**src/rtl/dbg_step_ctrl.sv**
```systemverilog
// dbg_step_ctrl: debug execution controller for the sbmips core.
// Generates the CPU clock enable in HALT/RUN/STEP/BURST modes from a
// debounced step button, counts enabled cycles and pages any probe
// channel (or the cycle counter) onto a narrow LED bank.
// Optional feature: define DBG_SNAPSHOT_EN to display a post-execution
// snapshot of the probes instead of the live probe bus.
module dbg_step_ctrl #(
  parameter int unsigned DBNC_CYCLES = 16,
  parameter int unsigned BURST_LEN   = 8,
  parameter int unsigned CH          = 8,
  parameter int unsigned PROBE_W     = 32,
  parameter int unsigned LED_W       = 12,
  parameter int unsigned CNT_W       = 32
) (
  input  logic                    clk,
  input  logic                    rst,
  input  logic [1:0]              mode,
  input  logic                    step_btn,
  input  logic [7:0]              led_sel,
  input  logic [CH*PROBE_W-1:0]   probe,
  output logic                    cpu_ce,
  output logic                    busy,
  output logic [CNT_W-1:0]        cycle_cnt,
  output logic [LED_W-1:0]        led
);

  localparam int unsigned DC_W   = (DBNC_CYCLES > 2) ? $clog2(DBNC_CYCLES) : 1;
  localparam int unsigned BL_W   = 8;
  localparam int unsigned WIDE_W = PROBE_W + LED_W;

  localparam logic [1:0] MODE_HALT  = 2'b00;
  localparam logic [1:0] MODE_RUN   = 2'b01;
  localparam logic [1:0] MODE_STEP  = 2'b10;
  localparam logic [1:0] MODE_BURST = 2'b11;

  typedef enum logic {
    S_IDLE,
    S_BURST_RUN
  } state_t;

  // Button path
  logic            r_sync1;
  logic            r_sync2;
  logic [DC_W-1:0] r_dcnt;
  logic            r_deb;
  logic            r_deb_q;
  logic            w_press;

  // FSM and outputs
  state_t          r_state;
  state_t          w_state_nx;
  logic [BL_W-1:0] r_rem;
  logic [BL_W-1:0] w_rem_nx;
  logic            r_cpu_ce;
  logic            w_ce_nx;
  logic            r_busy;
  logic            w_busy_nx;
  logic [CNT_W-1:0] r_cnt;

  // LED path
  logic [CH*PROBE_W-1:0] w_src;
  logic [PROBE_W-1:0]    w_sel;
  logic [31:0]           w_shamt;
  logic [LED_W-1:0]      w_led_nx;
  logic [LED_W-1:0]      r_led;

  // Synchronise the raw button and debounce it; a level change is accepted
  // only after DBNC_CYCLES consecutive cycles of disagreement.
  always_ff @(posedge clk) begin
    if (rst) begin
      r_sync1 <= 1'b0;
      r_sync2 <= 1'b0;
      r_dcnt  <= '0;
      r_deb   <= 1'b0;
      r_deb_q <= 1'b0;
    end else begin
      r_sync1 <= step_btn;
      r_sync2 <= r_sync1;
      r_deb_q <= r_deb;
      if (r_sync2 == r_deb) begin
        r_dcnt <= '0;
      end else if (r_dcnt == DC_W'(DBNC_CYCLES - 1)) begin
        r_deb  <= ~r_deb;
        r_dcnt <= '0;
      end else begin
        r_dcnt <= r_dcnt + DC_W'(1);
      end
    end
  end

  // One-cycle press pulse on the rising edge of the debounced level.
  assign w_press = r_deb & ~r_deb_q;

  // FSM state and registered enable/busy; r_rem counts enabled cycles
  // still owed in the burst, including the one currently on cpu_ce.
  always_ff @(posedge clk) begin
    if (rst) begin
      r_state  <= S_IDLE;
      r_rem    <= '0;
      r_cpu_ce <= 1'b0;
      r_busy   <= 1'b0;
    end else begin
      r_state  <= w_state_nx;
      r_rem    <= w_rem_nx;
      r_cpu_ce <= w_ce_nx;
      r_busy   <= w_busy_nx;
    end
  end

  // Next-state and next-output logic.
  always_comb begin
    w_state_nx = r_state;
    w_rem_nx   = r_rem;
    w_ce_nx    = 1'b0;
    w_busy_nx  = 1'b0;
    case (r_state)
      S_IDLE: begin
        case (mode)
          MODE_RUN:  w_ce_nx = 1'b1;
          MODE_STEP: w_ce_nx = w_press;
          MODE_BURST: begin
            if (w_press) begin
              w_state_nx = S_BURST_RUN;
              w_rem_nx   = BL_W'(BURST_LEN);
              w_ce_nx    = 1'b1;
              w_busy_nx  = 1'b1;
            end
          end
          default: ;
        endcase
      end
      S_BURST_RUN: begin
        case (mode)
          MODE_HALT: begin
            w_state_nx = S_IDLE;
            w_rem_nx   = '0;
          end
          MODE_RUN: begin
            w_state_nx = S_IDLE;
            w_rem_nx   = '0;
            w_ce_nx    = 1'b1;
          end
          default: begin
            // STEP or BURST: finish the burst, presses are dropped.
            if (r_rem <= BL_W'(1)) begin
              w_state_nx = S_IDLE;
              w_rem_nx   = '0;
            end else begin
              w_rem_nx   = r_rem - BL_W'(1);
              w_ce_nx    = 1'b1;
              w_busy_nx  = 1'b1;
            end
          end
        endcase
      end
      default: begin
        w_state_nx = S_IDLE;
        w_rem_nx   = '0;
      end
    endcase
  end

  // Executed-cycle counter, wraps naturally.
  always_ff @(posedge clk) begin
    if (rst) begin
      r_cnt <= '0;
    end else if (r_cpu_ce) begin
      r_cnt <= r_cnt + CNT_W'(1);
    end
  end

`ifdef DBG_SNAPSHOT_EN
  logic [CH*PROBE_W-1:0] r_snap;

  // Capture the probes after each executed cycle so the display is stable.
  always_ff @(posedge clk) begin
    if (rst) begin
      r_snap <= '0;
    end else if (r_cpu_ce) begin
      r_snap <= probe;
    end
  end

  assign w_src = r_snap;
`else
  assign w_src = probe;
`endif

  // Select channel (probe, cycle counter, or zero) and extract the LED page.
  always_comb begin
    w_sel = '0;
    for (int k = 0; k < int'(CH); k++) begin
      if (led_sel[4:0] == 5'(k)) begin
        w_sel = w_src[k*PROBE_W +: PROBE_W];
      end
    end
    if (led_sel[4:0] == 5'(CH)) begin
      w_sel = PROBE_W'(r_cnt);
    end
    w_shamt  = 32'(led_sel[7:5]) * LED_W;
    w_led_nx = LED_W'(WIDE_W'(w_sel) >> w_shamt);
  end

  // Registered LED drive.
  always_ff @(posedge clk) begin
    if (rst) begin
      r_led <= '0;
    end else begin
      r_led <= w_led_nx;
    end
  end

  assign cpu_ce    = r_cpu_ce;
  assign busy      = r_busy;
  assign cycle_cnt = r_cnt;
  assign led       = r_led;

endmodule

```
**config.mk**
```make
export PLATFORM = sky130hd
export DESIGN_NAME = dbg_step_ctrl
export DESIGN_NICKNAME = d
export VERILOG_FILES = /design/src/rtl/dbg_step_ctrl.sv
export SDC_FILE = /design/constraint.sdc
export NUM_CORES = 1
export LEC_CHECK = 0
export BUFFER_PORTS_ARGS = -buffer_cell sky130_fd_sc_hd__buf_2
export CAP_MARGIN = 5
export CORE_AREA = 2 2 122 124
export DETAILED_ROUTE_END_ITERATION = 8
export DIE_AREA = 0 0 124 126
export PLACE_DENSITY = 0.7
export REMOVE_ABC_BUFFERS = 1
export SLEW_MARGIN = 10
export SYNTH_ARGS = -nofsm -noshare
export SYNTH_HDL_FRONTEND = slang
export SYNTH_SLANG_ARGS = --single-unit
```
**constraint.sdc**
```tcl
create_clock -name clk -period 2.5 [get_ports clk]
set_input_delay 0.5 -clock clk [delete_from_list [all_inputs] [get_ports clk]]
set_output_delay 0.5 -clock clk [all_outputs]
set_load 0.01 [all_outputs]
```
==> results.md, run 1 <==
Worst setup path:
- The kind of start point of the critical path is an input port.
- The critical path goes through buf_2 > buf_4 > nand2_1 > buf_4 > or3_1 > o2111ai_1 > a31oi_1 > a2111o_1.
- In this run the critical register-to-register path is captured at cycle_cnt[20]$_SDFFE_PP0P_.
- The worst setup path is of the in2reg kind.
- The number of cells traversed by the worst register-to-register path is 6.
- The worst setup path is captured at a register.
- STA puts the critical path data required time at 2710 ps.
- For the worst setup path, the data arrival time is 2400 ps.
- The slowest stage of the critical path belongs to the cell sky130_fd_sc_hd__a2111o_1.
- The maximum net fanout on the critical path is 16.
- The source of the worst register-to-register timing path is cycle_cnt[1]$_SDFFE_PP0P_.
- The cell that appears most often on the critical path is sky130_fd_sc_hd__buf_4.
- For this run, the slowest stage of the critical path takes roughly 400 ps.
- The register-to-register path setup slack is approximately 400 ps.

Clock tree:
- The maximum count of clock buffers along a single path is 2.
- The count of instances resized after the clock tree is built is 0.
- TritonCTS built the clock tree.
- In this run the post-CTS setup repair buffer count came out at 0.
- The maximum level of the CTS H-tree is 3.
- The clock latency reported for the late side of the worst-skew pair is roughly 330 ps.
- Clock-pin slew was measured on the worst setup and hold paths at around 50 ps.
- The count of hold-fix buffers inserted at cts is 0.
- The clock sink count is a little over 60.
- Clock tree synthesis inserted a total of 9 buffers.
- CTS placed an instance of sky130_fd_sc_hd__clkbuf_16 at the clock tree root.

Pwr:
- Of the total power, the share spent switching nets is a little over a quarter.
- The clock group share of total power is between 40% and 50%.
- Power spread over the standard cell area amounts to 390.1 nW/um2.
- Summed over all cells, the static leakage comes to between 3 and 4 nW.
- The largest vdd supply drop is approximately 340 uV.
- Internal power comes to 2.226 mW.
- The post-route total power is 3.013 mW.
- The power spent charging and discharging nets is between 0.7 and 0.8 mW.
- The fraction of power consumed by sequential logic is about a third.
- Combinational cells account for a little under a quarter of the total power.

Die:
- The floorplan die height is between 100 and 150 um.
- The total number of placement rows is 44.
- The floorplan die area is roughly 16,000 um2.
- The initial utilization of the core area, before any placement, comes to 37.12%.
- For this design the top-level I/O count stands at about 320.
- The placeable core region is approximately 14,000 um2.
- The die extent in x is around 120 um.

Placed design:
- The quantity of I/O buffers inserted on ports is about 310.
- The HPWL after detailed placement is about 22,000 um.
- The weighted congestion at the end of routability-driven global placement is 1.049.

Synth:
- After synthesis, the cell types taking the most area are sky130_fd_sc_hd__dfxtp_1 23%, sky130_fd_sc_hd__o21ai_0 5.1%, sky130_fd_sc_hd__nor2_1 4.8%.
- In the synthesized netlist the async set-or-reset flop fraction comes to 0%.
- The number of enable-type register cells in the synthesized netlist is 0.
- By count the netlist is led by 68 x sky130_fd_sc_hd__nor2_1, 62 x sky130_fd_sc_hd__dfxtp_1, 54 x sky130_fd_sc_hd__o21ai_0.
- The post-synthesis register bit count is slightly above 60.
- Summed over all instances, the cell type with the most area after synthesis is sky130_fd_sc_hd__dfxtp_1.
- For this run, the register share of the synthesized area comes to 23.36%.
- The most frequently used cell type in the post-synthesis netlist is sky130_fd_sc_hd__nor2_1.
- In this run the cell area of the synthesized design comes to 5313 um2.
- The post-synthesis area per instance is about 7.7 um2.
- The synthesized netlist contains 72 unique library cells.
- The synthesized netlist cell count is just under 700.
- The synthesized design devotes to its leading area cell type 23.36% of total area.
- The warning count from the yosys run is 0.
- For this run, the leading register cell type out of synthesis is sky130_fd_sc_hd__dfxtp_1.

Hold path:
- The worst hold path was traced through 2 stages.
- The worst hold path terminates at r_sync1$_SDFF_PP0_.
- In this run the most critical hold path is launched from step_btn.
- The tightest min-delay check is of the in2reg type.

STA:
- The number of endpoints with negative hold slack in the final report is 0.
- The post-route clock skew is roughly 6.5 ps.
- Setup repair after global routing left no endpoint under its margin.
- The total count of max-transition violations in the final report is 0.
- For the pin with the worst max-slew slack, the measured transition is ~800 ps.
- Setup violations remaining at the end of the flow were counted as 0.
- The total negative slack for setup checks is 0 ps.
- The final cycle utilization of the critical path is between 80% and 90%.
- For this run, the top clock speed supported by timing is roughly 0.46 GHz.
- The worst pin sits at a relative slew slack of between 40% and 50%.
- Counting I/O delays and the setup requirement, the final critical path takes 2195 ps.

Route:
- The via count of the routed design is 7,229.
- The first detailed-routing pass took 5 iterations.
- The overall routed net length is around 27,000 um.
- The count of nets left with antenna violations once routing finished came out at 0.
- The detailed router finished its first iteration with between 700 and 800 violations.
- The wire length per cell after detailed routing is roughly 22 um.
- The number of vias per cell is 5.935.
- For this run, design rule violations remaining after detail routing come to 0.

Final layout:
- Summing all multi-input logic gate instances after layout gives 3785 um2.
- The net count of the finished layout is around 1.3k.
- The area growth from synthesis to layout is 45.38%.
- Cells with a size suffix above 1 make up approximately two fifths of the layout.
- The sequential cells in the finished layout cover a total of 1241 um2.
- After filler insertion, the fill cell instance count of the layout stands at around 1.5k.

Flow run:
- Max-cap violations in this run came to 0.

Global route:
- The global-route wire length before repair is just under 40,000 um.
- The global-route total usage across every layer is between 30 and 40%.
- The number of antenna violations at the first check in global routing is 3.
- Entering global routing, the biggest net connects 44 pins.
- The via count of the first global-routing pass is 6,759.
- Global routing finished with a remaining overflow of 0.

Outcome:
- The flow ran to the end, and the final reports show no timing, DRC or antenna violations.
cell usage in the layout, fill, tap and decap left out, drive strengths merged, types with 7 or more instances in the layout:
master / instances
or3: 20
nand2: 41
and2: 7
and4: 7
xor2: 12
inv: 7
nand2b: 9
o22ai: 20
a221o: 23
dfxtp: 62
clkbuf: 12
nor4: 10
a21oi: 30
xnor2: 19
nor3: 16
nand3: 27
nor2: 70
mux2: 11
o2111ai: 8
nor2b: 24
mux2i: 23
o21ai: 54
a221oi: 12
o221ai: 10
and3: 7
buf: 384
nand4: 11
stage by stage:
| stage | hold WS, ps | setup slack, ps | area [um2] | std cells | utilization [%] |
|---|---|---|---|---|---|
| global route | 385.2 | 214.2 | 7724 | 1218 | 53.96 |
| global placement | 426.6 | 19.98 | 7405 | 1201 | 51.73 |
| floorplan | 413.8 | -141.6 | 5045 | 633 | - |
| finish | 394.0 | 305.2 | 7724 | 1218 | 53.96 |
| CTS | 384.3 | 398.4 | 7721 | 1217 | 53.94 |
| detailed placement | 435.6 | 55.01 | 7405 | 1201 | 51.73 |
sequential cells by signal (all words and copies together) (netlist names), 4 cells and up:
register and cells:
led 12, cycle_cnt 32, r_dcnt 4, r_rem 8
metal layers:
layer,track usage (%),share of wire (%),vias up
met3,10.55,11,53
met4,7.997,2.5,4
met5,0,0.085,-
met1,43.82,40,3385
met2,53.62,46,442
li1,-,-,3345
power by group through the flow:
stage	combinational [mW]	sequential [mW]	clock, mW
floorplan	0.214	1.03	0
global placement	0.675	1.02	0
detailed placement	0.672	1.02	0
CTS	0.675	1.00	1.35
global route	0.733	1.00	1.40
finish	0.687	1.00	1.32
cell type report:
| cell class | instances | share of cell area (%) |
|---|---|---|
| multi-input combinational | 564 | 49.00 |
| timing repair buffer | 384 | 27.47 |
| sequential | 62 | 16.07 |
| clock buffer | 12 | 3.191 |
| tap | 184 | 2.981 |
| clock inverter | 4 | 0.9072 |
| inverter | 7 | 0.3402 |
| antenna | 1 | 0.03240 |
cell families after synthesis:
| family | after synthesis | share of synthesized area (%) |
|---|---|---|
| muxes | 36 | 7.513 |
| buffers and inverters | 66 | 5.535 |
| adders and majority gates | 4 | 0.9421 |
| xor gates and xnor gates | 31 | 5.111 |
| AOI/OAI and AO/OA | 222 | 29.79 |
| DFF | 62 | 23.36 |
| and+or+nand+nor | 271 | 27.74 |
worst max-delay path: cells and delay by family:
family / cells / cell delay, ps
AO/OA/AOI/OAI: 3 / 610
buffers and inverters: 3 / 790
AND/OR/NAND/NOR: 2 / 490
worst max path at each step:
| stage | start | end | slack, ps |
|---|---|---|---|
| after floorplan | led_sel[4] | led[8]$_SDFF_PP0_ | -140 |
| after CTS | led_sel[2] | led[4]$_SDFF_PP0_ | 400 |
| final | led_sel[2] | led[4]$_SDFF_PP0_ | 310 |
| after detailed placement | led_sel[2] | led[4]$_SDFF_PP0_ | 60 |
| after global routing | led_sel[2] | led[6]$_SDFF_PP0_ | 210 |
| after global placement | led_sel[2] | led[4]$_SDFF_PP0_ | 20 |
Power figures use the tool's default switching activity.
==> inputs of run 2 (changes only) <==
clock period = 2.2 ns   (was 2.5 ns; I/O delays follow)
==> run 2 against run 1 <==
- design area increased by 3.9%
- final cell count increased by 3.4%
- setup slack got worse by 300 ps
- global-route usage increased by 1.2 points
- flip-flop and latch count unchanged
- sequential share of layout area decreased by 0.61 points
- clock power decreased by 4%
- register-to-register slack got worse by 210 ps
==> results.md, run 2 (same netlist as run 1, synthesis figures left out) <==
Die:
- The initial standard-cell utilization of the core is 37.12% (unchanged).
- The number of top-level pins is 315 (unchanged).
- The placeable core region was 14,310 um2 (unchanged).
- The die extent in x was 124 um (unchanged).
- The floorplan die area is 15,620 um2 (unchanged).
- The total number of placement rows is 44 (unchanged).
- The floorplan die height is 126 um (unchanged).

Placed design:
- The pre-CTS setup slack is -291.2 ps (-346.2 ps).
- The quantity of I/O buffers inserted on ports is 314 (unchanged).
- The weighted congestion at the end of routability-driven global placement is 1.066 (+1.6%).
- The HPWL after detailed placement was 23,320 um (+3.8%).

Route:
- The first-pass detailed-route iteration total is 7 (+2).
- The first-iteration detailed-routing DRC count is 728 (-6.4%).
- The overall routed net length is 27,540 um (+2.0%).
- The DRC violation count after routing was 0 (unchanged).
- The number of vias per cell was 5.820 (-1.9%).
- The via count of the routed design is 7,328 (+1.4%).
- The number of nets with antenna violations after detailed routing is 0 (unchanged).
- The wire length per cell after detailed routing is 21.88 um (-1.3%).

Clock tree:
- CTS placed an instance of sky130_fd_sc_hd__clkbuf_16 at the clock tree root.
- The count of instances resized after the clock tree is built came to 0 (unchanged).
- The clock latency reported for the late side of the worst-skew pair came to 330 ps (about the same).
- The maximum level of the CTS H-tree is 3 (unchanged).
- The number of CTS-inserted buffers is 9 (unchanged).
- The clock-pin slew on the worst setup and hold paths was 50 ps (about the same).
- The CTS tree is done.
- The count of hold-fix buffers inserted at cts was 0 (unchanged).
- The clock sink count is 62 (unchanged).
- The count of buffers added by post-CTS timing repair for setup is 0 (unchanged).
- The maximum count of clock buffers along a single path came to 2 (unchanged).

Worst setup path:
- The endpoint arrival time on the critical path is 2390 ps (about the same).
- The worst setup path is captured at a register.
- The maximum net fanout on the critical path is 8 (-8).
- The kind of start point of the critical path is an input port.
- The number of cells traversed by the worst register-to-register path is 5 (-1).
- The capture point of the worst reg-to-reg path is cycle_cnt[27]$_SDFFE_PP0P_.
- The worst path required time is 2400 ps (-310 ps).
- The register-to-register path setup slack is 190 ps (-210 ps).
- The worst register-to-register path begins at cycle_cnt[5]$_SDFFE_PP0P_.
- The setup path with the least slack is of type in2reg.

STA:
- The peak clock frequency supported by timing is around 0.46 GHz.
- The relative max-transition margin is 44.17% (-2.9 points).
- The shortest clock period the worst path allows after layout is around 2200 ps.
- The actual slew at the worst max-slew pin is 816.4 ps (+29.86 ps).
- Setup repair after global routing left no endpoint under its margin.
- The post-route clock skew is 5.871 ps (-0.5973 ps).
- The setup slack of the critical path after layout was 8.331 ps (-296.9 ps).
- The number of endpoints with negative hold slack in the final report is 0 (unchanged).
- The final cycle utilization of the critical path is around 100%.
- The setup violation total in the final timing report is 0 (unchanged).
- The worst-case hold slack is 346.1 ps (-47.94 ps).
- The total count of max-transition violations in the final report is 0 (unchanged).

Final layout:
- The flip-flop count of the largest register, all copies and words added was 32 (unchanged).
- The top cell types in the final layout, fill and taps aside, are 314 x sky130_fd_sc_hd__buf_2, 105 x sky130_fd_sc_hd__buf_4, 67 x sky130_fd_sc_hd__nor2_1, 62 x sky130_fd_sc_hd__dfxtp_1, 54 x sky130_fd_sc_hd__o21ai_0.
- The total number of nets in the final design was 1,342 (+3.2%).
- The area growth from synthesis to layout is 51.11%.
- The most frequent standard cell in the layout excluding fill and tap cells is sky130_fd_sc_hd__buf_2.
- The share of post-route cells with drive strength above 1 was 43.67% (+1.9 points).

Hold path:
- The cell depth of the worst min-delay path is 2 (unchanged).
- The source of the worst hold timing path is step_btn.
- The terminating pin of the worst hold path is r_sync1$_SDFF_PP0_.
- The path class of the tightest hold or removal check is in2reg.

Pwr:
- The post-route total power was 3.245 mW (+7.7%).
- The largest vdd supply drop is 289.8 uV (-15%).
- The leakage dissipation is 3.575 nW (+5.4%).
- The power density over cell area came to 404.2 nW/um2 (+3.6%).

Global route:
- The global-route total usage across every layer is 34.73% (+1.2 points).
- The global-route wire length before repair came to 40,650 um (+4.4%).
- The maximum number of pins on one net before global-route repair is 47 (+6.8%).
- The number of antenna violations at the first check in global routing was 2 (-1).
- The remaining global-route overflow is 0 (unchanged).
- The via count of the first global-routing pass was 7,102 (+5.1%).

Outcome:
- The run finished with clean final reports.

Flow run:
- The max-cap violation count is 0 (unchanged).
run 2: critical path, stage by stage:
cell and delay, ps:
sky130_fd_sc_hd__buf_2 160, sky130_fd_sc_hd__buf_4 170, sky130_fd_sc_hd__or4b_1 620, sky130_fd_sc_hd__o211a_1 260, sky130_fd_sc_hd__nor4_1 440, sky130_fd_sc_hd__buf_4 190
sky130_fd_sc_hd__o2111ai_1 90
run 2: power breakdown:
part / internal, mW / switching [mW] / total, mW / leakage (nW)
Clock: 0.792 / 0.481 / 1.27 / 0.128
Sequential: 1.13 / 0.00567 / 1.14 / 0.500
Combinational: 0.417 / 0.415 / 0.831 / 2.95
run 2: final cells by class:
cell class              count  area, um2
flip-flops and latches     62       1241
repair buffers            425       2480
well taps                 184      230.2
clock inverters             1      5.005
multi-input cells         564       3785
clock buffers              15      257.7
inverters                   7      26.28
fillers                  1427       6286
diodes                      1      2.502
run 2: layer usage:
metal  vias to the layer above  share of wire [%]  GRT usage, %
met5                         -              0.047             0
met4                         2                3.3         11.37
met3                        55                 11         10.60
met2                       441                 45         54.82
met1                      3398                 41         44.97
li1                       3432                  -             -
run 2: how the worst max path moves through the flow:
stage	from	to	slack (ps)	depth (start not counted)
floorplan	led_sel[4]	led[8]$_SDFF_PP0_	-380	5
global placement	led_sel[1]	led[5]$_SDFF_PP0_	-270	7
detailed placement	led_sel[1]	led[5]$_SDFF_PP0_	-290	7
CTS	led_sel[1]	led[5]$_SDFF_PP0_	60	7
global route	led_sel[1]	led[6]$_SDFF_PP0_	30	7
finish	led_sel[1]	led[5]$_SDFF_PP0_	8	7
run 2: metrics by stage:
| stage | setup TNS, ps | cells | instance area, um2 | util [%] |
|---|---|---|---|---|
| detailed placement | -1227 | 1242 | 7762 | 54.23 |
| global route | 0 | 1259 | 8028 | 56.08 |
| CTS | 0 | 1258 | 8025 | 56.07 |
| global placement | -1065 | 1242 | 7762 | 54.23 |
| floorplan | -2907 | 633 | 5045 | - |
| finish | 0 | 1259 | 8028 | 56.08 |
